### config.mk
export PLATFORM = sky130hd
export DESIGN_NAME = ifetch_sram_ctrl
export DESIGN_NICKNAME = d
export VERILOG_FILES = /design/src/rtl/ifetch_sram_ctrl.sv
export SDC_FILE = /design/constraint.sdc
export NUM_CORES = 1
export LEC_CHECK = 0
export ABC_AREA = 1
export BUFFER_PORTS_ARGS = -buffer_cell sky130_fd_sc_hd__buf_4
export CELL_PAD_IN_SITES_DETAIL_PLACEMENT = 1
export CELL_PAD_IN_SITES_GLOBAL_PLACEMENT = 2
export CORE_UTILIZATION = 32
export CTS_CLUSTER_SIZE = 28
export DETAILED_ROUTE_END_ITERATION = 10
export HOLD_SLACK_MARGIN = 0.06
export PLACE_DENSITY = 0.95
export RECOVER_POWER = 25
export SLEW_MARGIN = 20
export SYNTH_ARGS = -nofsm -noshare
export SYNTH_HDL_FRONTEND = slang
export SYNTH_SLANG_ARGS = --single-unit
### constraint.sdc
create_clock -name clk -period 3.1 [get_ports clk]
set_input_delay 0.62 -clock clk [delete_from_list [all_inputs] [get_ports clk]]
set_output_delay 0.62 -clock clk [all_outputs]
set_load 0.02 [all_outputs]
### src/rtl/ifetch_sram_ctrl.sv
// Instruction-fetch sequencer: reads 16-bit instructions from RAM2 with a
// multi-cycle SRAM read and hands one buffered instruction to the IF/ID latch.
module ifetch_sram_ctrl #(
    parameter int          WAIT_CYCLES = 2,
    parameter logic [15:0] RESET_PC    = 16'h0000,
    parameter logic [15:0] NOP_INST    = 16'h0800
) (
    input  logic        clk,
    input  logic        rst,
    input  logic        set_pc,
    input  logic [15:0] set_pc_addr,
    input  logic        inst_ready,
    input  logic        mem_yield,
    input  logic [15:0] ram2_data_in,
    output logic        inst_valid,
    output logic [15:0] inst,
    output logic [15:0] pc,
    output logic [17:0] ram2_addr,
    output logic        ram2_en,
    output logic        ram2_oe,
    output logic        ram2_rw,
    output logic        ram2_owned
);

    typedef enum logic [1:0] {
        IDLE = 2'd0,
        READ = 2'd1,
        FULL = 2'd2
    } state_t;

    localparam logic [3:0] WAIT_LOAD = 4'(WAIT_CYCLES - 1);

    state_t      state_r,      state_s;
    logic [15:0] fetch_pc_r,   fetch_pc_s;
    logic [3:0]  wait_cnt_r,   wait_cnt_s;
    logic        inst_valid_r, inst_valid_s;
    logic [15:0] inst_r,       inst_s;
    logic [15:0] pc_r,         pc_s;
    logic [17:0] ram2_addr_r,  ram2_addr_s;
    logic        ram2_en_r,    ram2_en_s;
    logic        ram2_oe_r,    ram2_oe_s;
    logic        ram2_owned_r, ram2_owned_s;
    logic        ram2_rw_r;

    // RAM2 is 18 bits wide; instruction space occupies the low 64K words.
    function automatic logic [17:0] word_addr(input logic [15:0] fetch_addr);
        return {2'b00, fetch_addr};
    endfunction

    // Next-state and next-output computation; the bus is only ever driven
    // from READ, so ram2_owned tracks ~ram2_en by construction.
    always_comb begin
        state_s      = state_r;
        fetch_pc_s   = fetch_pc_r;
        wait_cnt_s   = wait_cnt_r;
        inst_valid_s = inst_valid_r;
        inst_s       = inst_r;
        pc_s         = pc_r;
        ram2_addr_s  = ram2_addr_r;
        ram2_en_s    = ram2_en_r;
        ram2_oe_s    = ram2_oe_r;
        ram2_owned_s = ram2_owned_r;

        if (set_pc) begin
            fetch_pc_s   = set_pc_addr;
            inst_valid_s = 1'b0;
            inst_s       = NOP_INST;
            if (!mem_yield) begin
                state_s      = READ;
                ram2_addr_s  = word_addr(set_pc_addr);
                ram2_en_s    = 1'b0;
                ram2_oe_s    = 1'b0;
                ram2_owned_s = 1'b1;
                wait_cnt_s   = WAIT_LOAD;
            end else begin
                state_s      = IDLE;
                ram2_en_s    = 1'b1;
                ram2_oe_s    = 1'b1;
                ram2_owned_s = 1'b0;
            end
        end else begin
            case (state_r)
                IDLE: begin
                    if (!mem_yield) begin
                        state_s      = READ;
                        ram2_addr_s  = word_addr(fetch_pc_r);
                        ram2_en_s    = 1'b0;
                        ram2_oe_s    = 1'b0;
                        ram2_owned_s = 1'b1;
                        wait_cnt_s   = WAIT_LOAD;
                    end else begin
                        state_s = IDLE;
                    end
                end
                READ: begin
                    if (mem_yield) begin
                        // fetch_pc is kept so the aborted word is refetched later
                        state_s      = IDLE;
                        ram2_en_s    = 1'b1;
                        ram2_oe_s    = 1'b1;
                        ram2_owned_s = 1'b0;
                    end else if (wait_cnt_r == 4'd0) begin
                        state_s      = FULL;
                        inst_s       = ram2_data_in;
                        pc_s         = fetch_pc_r;
                        inst_valid_s = 1'b1;
                        fetch_pc_s   = fetch_pc_r + 16'd1;
                        ram2_en_s    = 1'b1;
                        ram2_oe_s    = 1'b1;
                        ram2_owned_s = 1'b0;
                    end else begin
                        wait_cnt_s = wait_cnt_r - 4'd1;
                    end
                end
                FULL: begin
                    if (inst_ready) begin
                        inst_valid_s = 1'b0;
                        inst_s       = NOP_INST;
                        if (!mem_yield) begin
                            state_s      = READ;
                            ram2_addr_s  = word_addr(fetch_pc_r);
                            ram2_en_s    = 1'b0;
                            ram2_oe_s    = 1'b0;
                            ram2_owned_s = 1'b1;
                            wait_cnt_s   = WAIT_LOAD;
                        end else begin
                            state_s = IDLE;
                        end
                    end else begin
                        state_s = FULL;
                    end
                end
                default: begin
                    state_s      = IDLE;
                    inst_valid_s = 1'b0;
                    inst_s       = NOP_INST;
                    ram2_en_s    = 1'b1;
                    ram2_oe_s    = 1'b1;
                    ram2_owned_s = 1'b0;
                end
            endcase
        end
    end

    // State and output registers with synchronous reset.
    always_ff @(posedge clk) begin
        if (rst) begin
            state_r      <= IDLE;
            fetch_pc_r   <= RESET_PC;
            wait_cnt_r   <= 4'd0;
            inst_valid_r <= 1'b0;
            inst_r       <= NOP_INST;
            pc_r         <= 16'h0000;
            ram2_addr_r  <= 18'h00000;
            ram2_en_r    <= 1'b1;
            ram2_oe_r    <= 1'b1;
            ram2_owned_r <= 1'b0;
            ram2_rw_r    <= 1'b1;
        end else begin
            state_r      <= state_s;
            fetch_pc_r   <= fetch_pc_s;
            wait_cnt_r   <= wait_cnt_s;
            inst_valid_r <= inst_valid_s;
            inst_r       <= inst_s;
            pc_r         <= pc_s;
            ram2_addr_r  <= ram2_addr_s;
            ram2_en_r    <= ram2_en_s;
            ram2_oe_r    <= ram2_oe_s;
            ram2_owned_r <= ram2_owned_s;
            ram2_rw_r    <= 1'b1;
        end
    end

    assign inst_valid = inst_valid_r;
    assign inst       = inst_r;
    assign pc         = pc_r;
    assign ram2_addr  = ram2_addr_r;
    assign ram2_en    = ram2_en_r;
    assign ram2_oe    = ram2_oe_r;
    assign ram2_rw    = ram2_rw_r;
    assign ram2_owned = ram2_owned_r;

endmodule
---- Yosys cells after proc, flatten, opt, wreduce, memory -nomap -nowiden ----
Cells that the tools add are included.
W data, S select, Z words.
word-level totals
  register bits ........................... 76
  word-level logic and storage cells ...... 85
  output and inout port bits .............. 55
  bits of input ports ..................... 37
cells by class
  bitwise operators ....................... 3
  $add $sub $neg .......................... 2
  reduce and logical (&&, ||, !) cells .... 13
  eq/ne operators ......................... 11
  multiplexer cells ....................... 46
operators by type and width
  kind                     count
  $mux W16                 7
  $mux W18                 4
  $pmux W16 S3             1
  $pmux W18 S2             1
  $mux W4                  5
  $mux W1                  18
  $add A16 B1 Y16 const B  1
  $pmux W1 S3              4
  $pmux W4 S3              1
  $reduce_and A4 Y1        3
  $ne A2 B2 Y1 const B     5
  $ne A3 B3 Y1 const B     3
  $mux W2                  4
  $pmux W2 S3              1
  $reduce_and A3 Y1        2
  $logic_not A4 Y1         1
  $ne A4 B4 Y1 const B     1
  $reduce_bool A2 Y1       2
  $reduce_bool A4 Y1       1
  $sub A4 B1 Y4 const B    1
  $not A1 Y1               3
  $reduce_bool A3 Y1       1
  $eq A2 B1 Y1 const B     1
  $eq A2 B2 Y1 const B     1
  3 further kinds          3

---- Logic depth before layout (Yosys ltp) ----
Gate-level depths: netlist of the first run.
  depth after elaboration ................. 5
  mapped depth ............................ 12

---- Least setup slack after synthesis of the first run ----
OpenSTA, ideal clock, no wires.
  path type ............................... input-to-reg
  start point ............................. input port mem_yield
  end point ............................... register inst_r[0] (netlist: inst[0])
  arrival ................................. 1.530 ns
  setup time .............................. 0.066 ns
  slack ................................... 1.504 ns
  buffers on the path ..................... 2
  cell stages on the path ................. 8
  cell sequence ........................... buf_4 > inv_2 > o21a_4 > nand3_4 > nor2_8 > buf_8 > nand2_2 > a21oi_2
between the ends
  longest elaborated chain between the ends .. 2
ends and longest elaborated chain
  what                         line  RTL
  start, declared              13    input logic mem_yield,
  $ne A2 B2 Y1 (no line)       -
  $reduce_and A4 Y1 (no line)  -
  end signal, assigned         164   inst_r <= inst_s;
  end, declared                37    logic [15:0] inst_r, inst_s;
No other way between the ends.
A chain may end at the register's enable or synchronous reset.

---- Worst setup path in the final report of the first run ----
  start point ............................. register state_r[1]
  end point ............................... register pc_r[6] (netlist: pc[6])
between the ends
  longest elaborated chain between the ends .. 2
ends and longest elaborated chain
  what                         line  RTL
  start, declared              33    state_t state_r, state_s;
  start signal, assigned       160   state_r <= state_s;
  $eq A2 B1 Y1                 82    case (state_r)
  $reduce_and A4 Y1 (no line)  -
  end signal, assigned         165   pc_r <= pc_s;
  end, declared                38    logic [15:0] pc_r, pc_s;
No other way between the ends.

==> flow_summary_export.csv, run 1 <==
group,metric,value,unit
outcome,status,"finished, violations left",
outcome,violations,"DRC",
global_route,first_global_vias,3697,
route,maxUsedRoutingLayer,"met4",
power_and_ir_drop,p_clk_frac,0.418,
sta,final-setup-viol-count,0,
power_and_ir_drop,ir_drop,0.367,mV
placed_design,dpl.cell_count,734,
clock_tree,cts-hold-fix-buffers,0,
power_and_ir_drop,power_switching,0.757,mW
route,firstDrtPassIters,7,
setup_path,cp-end-kind,"register",
yosys,syn_avg_cell_area,7.19,sq um
min_path,holdCritPathClass,"register to register",
yosys,synth_area_leader_cell,"dfxtp_1",
setup_path,crit_path_start,"state_r[1]$_SDFFE_PP0P_",
die,chipWidth,111,um
setup_path,cp-start-kind,"register",
setup_path,r2r_start,"state_r[1]$_SDFFE_PP0P_",
placed_design,placed_cell_area,4490,sq um
placed_design,io_buffers,88,
layout,nets,646,
placed_design,gp_congestion,0.797,
route,routedWlPerCell,14.9,um
die,initial_utilization,0.330,
route,met2_length,4810,um
sta,final.setup_skew,0.00747,ns
sta,fin_ws,0.898,ns
clock_tree,cts_num_sinks,74,
sta,setup_tns,0,ns
setup_path,reg2reg_slack,0.90,ns
global_route,grt_pass1_wl,18400,um
route,drt_iter0_drc,173,
route,wl_met1,5770,um
min_path,whs_endpoint,"ram2_addr[12]$_SDFFE_PP0P_",
power_and_ir_drop,p_sw_frac,0.295,
yosys,synth_cell_types,35,
die,top_level_ports,92,
layout,antenna_cells,0,
die,core.rowCount,39,
power_and_ir_drop,pwr-share-seq,0.412,
power_and_ir_drop,power_density,548,nW/um^2
route,vias,3690,
layout,nFillCells,1477,
placed_design,pre_cts_ws,0.624,ns
route,avgViaCountPerCell,4.92,
setup_path,arrival,2.46,ns
clock_tree,post_cts_resized,0,
yosys,syn_area,3800,sq um
setup_path,worstSetupPathType,"register to register",
route,drc,18,
sta,min_period_over_period,0.710,
yosys,synth-seq-cells,74,
clock_tree,clock_tree.root_cell,"clkbuf_16",
yosys,ys_warn_count,0,
yosys,ys_seq_area_frac,0.390,
sta,fmax,454,MHz
clock_tree,clock_latency,0.33,ns
clock_tree,h-tree-depth,3,
clock_tree,tritoncts,"yes",
min_path,holdPathStages,2,
sta,tightest_slew,0.670,ns
clock_tree,cts-buffers-inserted,9,
die,design.core.area,11500,sq um
layout,syn2layout_area_growth,23.1,%
sta,rsz0062_at_grt,"false",
die,die_h,111,um
sta,period_minus_slack,2.20,ns
route,wl_met3,472,um
global_route,grt_use_total,0.187,
global_route,grt_antenna_before_repair,0,
sta,timing.final.hold_violations,0,
layout,postLayoutCellArea,4680,sq um
global_route,overflow,0,
yosys,syn_inst,528,
route,ant_nets,0,
min_path,hp-start,"ram2_addr[12]$_SDFFE_PP0P_",
die,die-area,12300,sq um
sta,drv_slew,0,
route,routed_wirelength,11200,um
global_route,grt_max_degree,44,
power_and_ir_drop,pwr-share-comb,0.170,
layout,stdcell_count,750,
sta,slew_headroom,0.552,
power_and_ir_drop,p_int,1.81,mW
yosys,synth_top_area_share,0.390,
setup_path,cp_max_fo,18,
power_and_ir_drop,p_leak,1.97,nW
sta,timing.hold.ws,0.444,ns
clock_tree,post_cts_buffers,0,
yosys,synthTopCellsByArea,"dfxtp_1 39%, nand2_1 10%, o21ai_0 6.9%",
setup_path,r2r_end,"pc[6]$_SDFFE_PP0P_",
clock_tree,clk_pin_slew_worst_paths,0.06,ns
placed_design,hpwlAfterDp,8000,um
layout,layout-drive-gt1-share,0.199,
setup_path,cp.required,3.36,ns
flow_run,max-cap-violations,0,
setup_path,rr_worst_depth,9,
clock_tree,clockBufferDepth,2,
## Yosys cell counts, drive strengths merged
master	count
o211ai	1
o21bai	5
buf	19
nand4	9
nor2	65
nor3	6
dfxtp	74
nand3	33
inv	63
clkbuf	10
a211oi	12
nand2	113
o21a	2
o21ai	53
a31oi	9
ha	7
a21oi	43
a21o	1
conb	2
xor2	1
## logic make-up (layout without fill, tap and decap cells)
kind of cell	Yosys count	in the layout	share of synthesized area
AND/OR/NAND/NOR	226	226	0.263
AO/OA/AOI/OAI	126	126	0.209
buffers and inverters	92	170	0.110
flip-flops	74	74	0.390
adder cells (fa/ha/maj)	7	7	0.0231
other	2	3	0.00198
XOR/XNOR	1	1	0.00231
## worst max-delay path by stage
stage,endpoint,cells past startpoint
after floorplan,inst[0]$_SDFFE_PP0P_,8
after global placement,fetch_pc_r[13]$_SDFFE_PP0P_,7
after detailed placement,fetch_pc_r[12]$_SDFFE_PP0P_,7
after CTS,pc[6]$_SDFFE_PP0P_,9
after global routing,fetch_pc_r[8]$_SDFFE_PP0P_,8
final,pc[6]$_SDFFE_PP0P_,9
## power by group through the flow
stage	Sequential (mW)	Clock (mW)	Combinational, mW
4_1_cts	1.06	1.09	0.454
5_1_grt	1.07	1.14	0.487
3_3_place_gp	1.07	0	0.437
6_report	1.06	1.07	0.435
2_1_floorplan	1.11	0	0.265
3_5_place_dp	1.08	0	0.451
## final cells by class
type / instances / area [sq um] / share of cell area
multi-input combinational: 363 / 1900 / 0.407
sequential: 74 / 1480 / 0.317
timing repair buffer: 91 / 567 / 0.121
clock buffer: 11 / 243 / 0.0519
inverter: 63 / 239 / 0.0511
tap: 143 / 179 / 0.0383
clock inverter: 5 / 62.6 / 0.0134
## critical path: stages (launching register included)
cell,delay [ns]
dfxtp_1,0.33
inv_1,0.10
ha_1,0.39
inv_4,0.13
nor2_2,0.16
nand2_2,0.10
nor2_4,0.34
buf_4,0.33
nor2_1,0.09
a211oi_2,0.14
## per-layer routing
layer | track usage | up-vias
li1 | - | 1863
met1 | 0.263 | 1741
met2 | 0.295 | 78
met3 | 0.0350 | 8
met4 | 0.0447 | 0
met5 | 0 | -
## flip-flops by register name (all words and copies together), names as in the netlist
register,count
ram2_oe,1
ram2_owned,1
ram2_en,1
ram2_addr,16
fetch_pc_r,16
wait_cnt_r,4
pc,16
inst_valid,1
state_r,2
inst,16
## stage by stage
step | power [mW] | util
floorplan | 1.37 | -
global placement | 1.51 | 0.390
detailed placement | 1.53 | 0.390
CTS | 2.61 | 0.416
global route | 2.69 | 0.406
finish | 2.56 | 0.406
## cell usage in the layout, fill, tap and decap left out, drive strengths merged, types with 5 or more instances in the layout
cell / instances
nor2: 65
o21ai: 53
nor3: 6
inv: 64
o21bai: 5
clkbuf: 42
ha: 7
buf: 60
dfxtp: 74
nand4: 9
a211oi: 12
a21oi: 43
nand2: 113
nand3: 33
a31oi: 9
Power figures use the tool's default switching activity.
==> inputs of run 2 (changes only) <==
- ABC_AREA: 1 -> 0
- CORE_UTILIZATION: 32 -> 27
- PLACE_DENSITY: 0.95 -> 0.85
- clock period: 3.1 -> 2 ns (I/O delays scaled with it)
==> flow_summary_export.csv, run 2 <==
group,metric,value,unit
placed_design,hpwlAfterDp,7360,um
flow_run,max-cap-violations,0,
setup_path,worstSetupPathType,"register to register",
setup_path,arrival,2.15,ns
layout,nFillCells,1438,
yosys,synth_top_area_share,0.441,
sta,timing.final.hold_violations,0,
global_route,grt_max_degree,41,
placed_design,gp_congestion,0.763,
min_path,holdCritPathClass,"primary input to register",
power_and_ir_drop,power_switching,0.985,mW
min_path,hp-start,"ram2_data_in[9]",
route,drc,0,
yosys,syn_avg_cell_area,8.81,sq um
clock_tree,cts-hold-fix-buffers,0,
yosys,synth_cell_types,52,
yosys,ys_seq_area_frac,0.441,
power_and_ir_drop,power_density,851,nW/um^2
sta,fmax,520,MHz
die,top_level_ports,92,
layout,multi_input_area,1760,sq um
clock_tree,clockBufferDepth,2,
setup_path,path_depth,6,
layout,syn2layout_area_growth,34.8,%
yosys,synthTopCellsByCount,"74 x dfxtp_1, 50 x nor2_1, 44 x nand2_1",
route,ant_nets,0,
layout,area.sequential,1480,sq um
layout,layout-drive-gt1-share,0.227,
setup_path,worstPathCellList,"inv_1, ha_4, or4b_4, a211o_4, a22oi_1, nor2_1",
global_route,grt_use_total,0.162,
layout,postLayoutCellArea,4530,sq um
setup_path,r2r_end,"inst[2]$_SDFFE_PP0P_",
layout,final_cell_mix,"76 x buf_4, 73 x dfxtp_1, 50 x nor2_1",
setup_path,cp_max_fo,9,
clock_tree,h-tree-depth,3,
setup_path,critPathMaxStageDelay,0.50,ns
setup_path,rr_worst_depth,6,
power_and_ir_drop,p_clk_frac,0.462,
min_path,whs_endpoint,"inst[9]$_SDFFE_PP0P_",
route,routedWlPerCell,16.1,um
power_and_ir_drop,p_sw_frac,0.256,
setup_path,crit_family,"compound AO/OA/AOI/OAI gates",
route,drt_iter0_drc,220,
die,die-area,12900,sq um
die,initial_utilization,0.278,
sta,final.setup_skew,0.00695,ns
power_and_ir_drop,p_int,2.87,mW
global_route,grt_pass1_wl,16200,um
placed_design,io_buffers,88,
clock_tree,clock_tree.root_cell,"clkbuf_16",
power_and_ir_drop,pwr-share-seq,0.415,
yosys,synth_edf_count,0,
yosys,syn_area,3360,sq um
layout,final_common_cell,"buf_4",
die,chipWidth,114,um
yosys,yosys_most_used_dff,"dfxtp_1",
placed_design,placed_cell_area,4250,sq um
power_and_ir_drop,pwr-share-comb,0.123,
yosys,synthTopCellsByArea,"dfxtp_1 44%, a211oi_1 6.0%, nor2_1 5.6%",
min_path,holdPathStages,3,
yosys,synth-seq-cells,74,
yosys,synthMostInstantiatedCell,"dfxtp_1",
setup_path,cp.required,2.23,ns
layout,antenna_cells,0,
route,routed_wirelength,10500,um
clock_tree,clock_latency,0.34,ns
clock_tree,tritoncts,"yes",
global_route,overflow,0,
clock_tree,cts_num_sinks,74,
clock_tree,clk_pin_slew_worst_paths,0.06,ns
global_route,first_global_vias,3117,
setup_path,r2r_start,"wait_cnt_r[0]$_SDFFE_PP0P_",
setup_path,cp_slowest_cell,"or4b_4",
layout,nets,519,
sta,period_minus_slack,1.92,ns
yosys,syn_inst,381,
route,firstDrtPassIters,4,
route,avgViaCountPerCell,4.85,
setup_path,cp-end-kind,"register",
die,die_h,114,um
global_route,grt_antenna_before_repair,0,
yosys,synth_area_leader_cell,"dfxtp_1",
yosys,ys_warn_count,0,
outcome,status,"finished clean",
power_and_ir_drop,p_leak,1.77,nW
sta,final-setup-viol-count,0,
setup_path,cp-start-kind,"register",
die,design.core.area,12100,sq um
sta,min_period_over_period,0.962,
setup_path,reg2reg_slack,0.08,ns
power_and_ir_drop,ir_drop,0.343,mV
layout,fin_util,0.375,
setup_path,crit_buf_inv,1,
clock_tree,cts-buffers-inserted,9,
yosys,async_flop_share,0,
die,core.rowCount,40,
sta,drv_slew,0,
power_and_ir_drop,finalPower,3.85,mW
route,vias,3142,
## run 2: cell types whose count changed in the layout (fill, tap and decap cells not counted), moves of 12 or more
| cell | change |
|---|---|
| a211oi_2 | -12 |
| a211oi_1 | +27 |
| nand2_2 | -12 |
| buf_4 | +16 |
| mux2i_1 | +18 |
| inv_1 | -51 |
| a21oi_1 | -14 |
| nand3_1 | -23 |
| nand2_1 | -57 |
| a22oi_1 | +13 |
| o21ai_0 | -48 |
## run 2: cell type report
type	count	share of cell area
Multi-Input combinational cell	272	0.389
Sequential cell	74	0.328
Timing Repair Buffer	109	0.159
Clock buffer	12	0.0544
Tap cell	168	0.0464
Clock inverter	4	0.0163
Inverter	9	0.00746
## run 2: cells by family after synthesis
family                     synth area share
adders and majority gates            0.0261
muxes                                0.0537
buffers and inverters                0.0533
other                               0.00224
DFF                                   0.441
xor gates and xnor gates             0.0287
AOI/OAI and AO/OA                     0.183
and+or+nand+nor                       0.211
## run 2: how the worst max path moves through the flow
stage	startpoint	endpoint	slack, ns
global placement	wait_cnt_r[0]$_SDFFE_PP0P_	inst[0]$_SDFFE_PP0P_	0.1
floorplan	wait_cnt_r[0]$_SDFFE_PP0P_	inst[0]$_SDFFE_PP0P_	0.12
CTS	wait_cnt_r[1]$_SDFFE_PP0P_	inst[2]$_SDFFE_PP0P_	-0.006
finish	wait_cnt_r[0]$_SDFFE_PP0P_	inst[2]$_SDFFE_PP0P_	0.08
detailed placement	wait_cnt_r[0]$_SDFFE_PP0P_	inst[0]$_SDFFE_PP0P_	-0.03
global route	wait_cnt_r[0]$_SDFFE_PP0P_	inst[0]$_SDFFE_PP0P_	-0.002
## run 2: timing repair
item	CTS	global route
gates cloned	0	2
setup endpoints to repair	14	28
pin swaps	0	2
resized for setup	2	10
setup buffers	0	1
## run 2: routing by layer
metal,global-route usage,share of wire,up-vias
met3,0.0383,0.058,15
met5,0,0,-
met2,0.258,0.45,86
met1,0.211,0.47,1507
li1,-,-,1534
met4,0.0702,0.017,0
## run 2: metrics by stage
| stage | TNS (ns) | hold WS [ns] | std cells | setup slack (ns) |
|---|---|---|---|---|
| after floorplan | 0 | 0.448 | 382 | 0.122 |
| after CTS | -0.00574 | 0.292 | 645 | -0.00574 |
| after global routing | -0.00244 | 0.304 | 648 | -0.00244 |
| after global placement | 0 | 0.446 | 629 | 0.0969 |
| final | 0 | 0.289 | 648 | 0.0769 |
| after detailed placement | -0.126 | 0.450 | 629 | -0.0335 |
## run 2: power by group through the flow
stage | sequential [mW] | combinational (mW) | clock [mW]
final | 1.60 | 0.473 | 1.78
after global routing | 1.61 | 0.515 | 1.89
after CTS | 1.60 | 0.479 | 1.82
after detailed placement | 1.63 | 0.476 | 0
after global placement | 1.63 | 0.461 | 0
after floorplan | 1.66 | 0.237 | 0
## run 2: worst reg2reg max path: stages, from the launching register on
cell	delay, ns
dfxtp_1	0.34
inv_1	0.11
ha_4	0.17
or4b_4	0.50
a211o_4	0.41
a22oi_1	0.21
nor2_1	0.06
==> inputs of run 3 (changes only) <==
--- a/constraint.sdc
+++ b/constraint.sdc
@@ -3,2 +3,2 @@
 set_output_delay 0.4 -clock clk [all_outputs]
-set_load 0.02 [all_outputs]
+set_load 0.005 [all_outputs]
==> flow_summary_export.csv, run 3 (synthesis gave the netlist of run 2 again) <==
group,metric,value,unit
layout,syn2layout_area_growth,38.1,%
layout,postLayoutCellArea,4640,sq um
clock_tree,tritoncts,"yes",
placed_design,placed_cell_area,4250,sq um
min_path,holdCritPathClass,"primary input to register",
die,initial_utilization,0.278,
sta,period_minus_slack,1.92,ns
outcome,status,"finished clean",
setup_path,worstSetupPathType,"register to register",
die,core.rowCount,40,
layout,stdcell_count,648,
power_and_ir_drop,pwr-share-seq,0.418,
power_and_ir_drop,p_sw_frac,0.246,
clock_tree,clock_tree.root_cell,"clkbuf_16",
clock_tree,clockBufferDepth,2,
route,ant_nets,0,
sta,timing.final.hold_violations,0,
setup_path,cp.required,2.23,ns
layout,layout-drive-gt1-share,0.288,
placed_design,hpwlAfterDp,7360,um
power_and_ir_drop,p_leak,1.88,nW
global_route,first_global_vias,3117,
sta,final-setup-viol-count,0,
placed_design,gp_congestion,0.763,
layout,final_common_cell,"buf_4",
die,design.core.area,12100,sq um
route,routedWlPerCell,16.1,um
global_route,overflow,0,
clock_tree,h-tree-depth,3,
die,die-area,12900,sq um
global_route,grt_use_total,0.162,
route,avgViaCountPerCell,4.86,
die,chipWidth,114,um
route,drt_iter0_drc,213,
sta,min_period_over_period,0.961,
global_route,grt_antenna_before_repair,0,
route,routed_wirelength,10400,um
sta,fmax,520,MHz
placed_design,io_buffers,88,
route,vias,3149,
clock_tree,cts_num_sinks,74,
sta,drv_slew,0,
placed_design,dpl.cell_count,629,
layout,nets,519,
clock_tree,cts-buffers-inserted,9,
setup_path,cp-end-kind,"register",
route,firstDrtPassIters,4,
setup_path,cp_max_fo,9,
route,drc,0,
flow_run,max-cap-violations,0,
power_and_ir_drop,power_switching,0.941,mW
sta,final.setup_skew,0.00723,ns
global_route,grt_max_degree,41,
die,top_level_ports,92,
clock_tree,clock_latency,0.34,ns
global_route,grt_pass1_wl,16200,um
clock_tree,clk_pin_slew_worst_paths,0.06,ns
power_and_ir_drop,ir_drop,0.345,mV
power_and_ir_drop,p_int,2.88,mW
die,die_h,114,um
setup_path,arrival,2.15,ns
power_and_ir_drop,pwr-share-comb,0.116,
power_and_ir_drop,p_clk_frac,0.466,
layout,final_cell_mix,"76 x buf_4, 73 x dfxtp_1, 50 x nor2_1",
power_and_ir_drop,power_density,825,nW/um^2
layout,antenna_cells,0,
setup_path,cp-start-kind,"register",
## run 3: layer usage
| layer | share of wire | GRT usage | wire length, um |
|---|---|---|---|
| met3 | 0.059 | 0.0383 | 617 |
| met1 | 0.47 | 0.211 | 4870 |
| met4 | 0.017 | 0.0702 | 181 |
| met5 | 0 | 0 | 0 |
| met2 | 0.46 | 0.258 | 4760 |
## run 3: worst paths after layout
check	from	endpoint	slack (ns)	cells after the start
worst max register to register	wait_cnt_r[0]$_SDFFE_PP0P_	inst[2]$_SDFFE_PP0P_	0.08	6
worst min register to register	pc[0]$_SDFFE_PP0P_	pc[0]$_SDFFE_PP0P_	0.45	2
worst min-delay path	ram2_data_in[9]	inst[9]$_SDFFE_PP0P_	0.29	3
worst max-delay path	wait_cnt_r[0]$_SDFFE_PP0P_	inst[2]$_SDFFE_PP0P_	0.08	6
## run 3: cell type report
type                       count  area, sq um
sequential                    74         1480
tap                          168          210
timing repair buffer         109          827
clock buffer                  12          246
inverter                       9         33.8
clock inverter                 4         73.8
fill                        1417         7430
multi-input combinational    272         1760
## run 3: stage by stage
stage	setup WS, ns	setup TNS, ns	total power, mW	hold WS, ns	utilization
after global placement	0.0969	0	2.04	0.446	0.352
final	0.0779	0	3.82	0.288	0.384
after global routing	-0.00244	-0.00244	3.98	0.304	0.384
after CTS	-0.00574	-0.00574	3.85	0.292	0.379
after floorplan	0.122	0	1.85	0.448	-
after detailed placement	-0.0335	-0.126	2.06	0.450	0.352
## run 3: critical path, stage by stage (launching register included)
cell	delay (ns)
dfxtp_1	0.34
inv_1	0.11
ha_4	0.17
or4b_4	0.50
a211o_4	0.41
a22oi_1	0.21
nor2_1	0.06
## run 3: repair_timing
action / 4_1_cts / 5_1_grt
cloned: 0 / 2
resized for setup: 2 / 10
setup endpoints to repair: 14 / 28
hold buffers: 0 / 0
pin swaps: 0 / 2
buffers inserted: 0 / 1
## run 3: power groups by stage
| stage | Clock [mW] | Sequential (mW) | Combinational (mW) |
|---|---|---|---|
| floorplan | 0 | 1.62 | 0.233 |
| global placement | 0 | 1.63 | 0.415 |
| detailed placement | 0 | 1.63 | 0.430 |
| CTS | 1.82 | 1.60 | 0.433 |
| global route | 1.89 | 1.61 | 0.486 |
| finish | 1.78 | 1.60 | 0.444 |
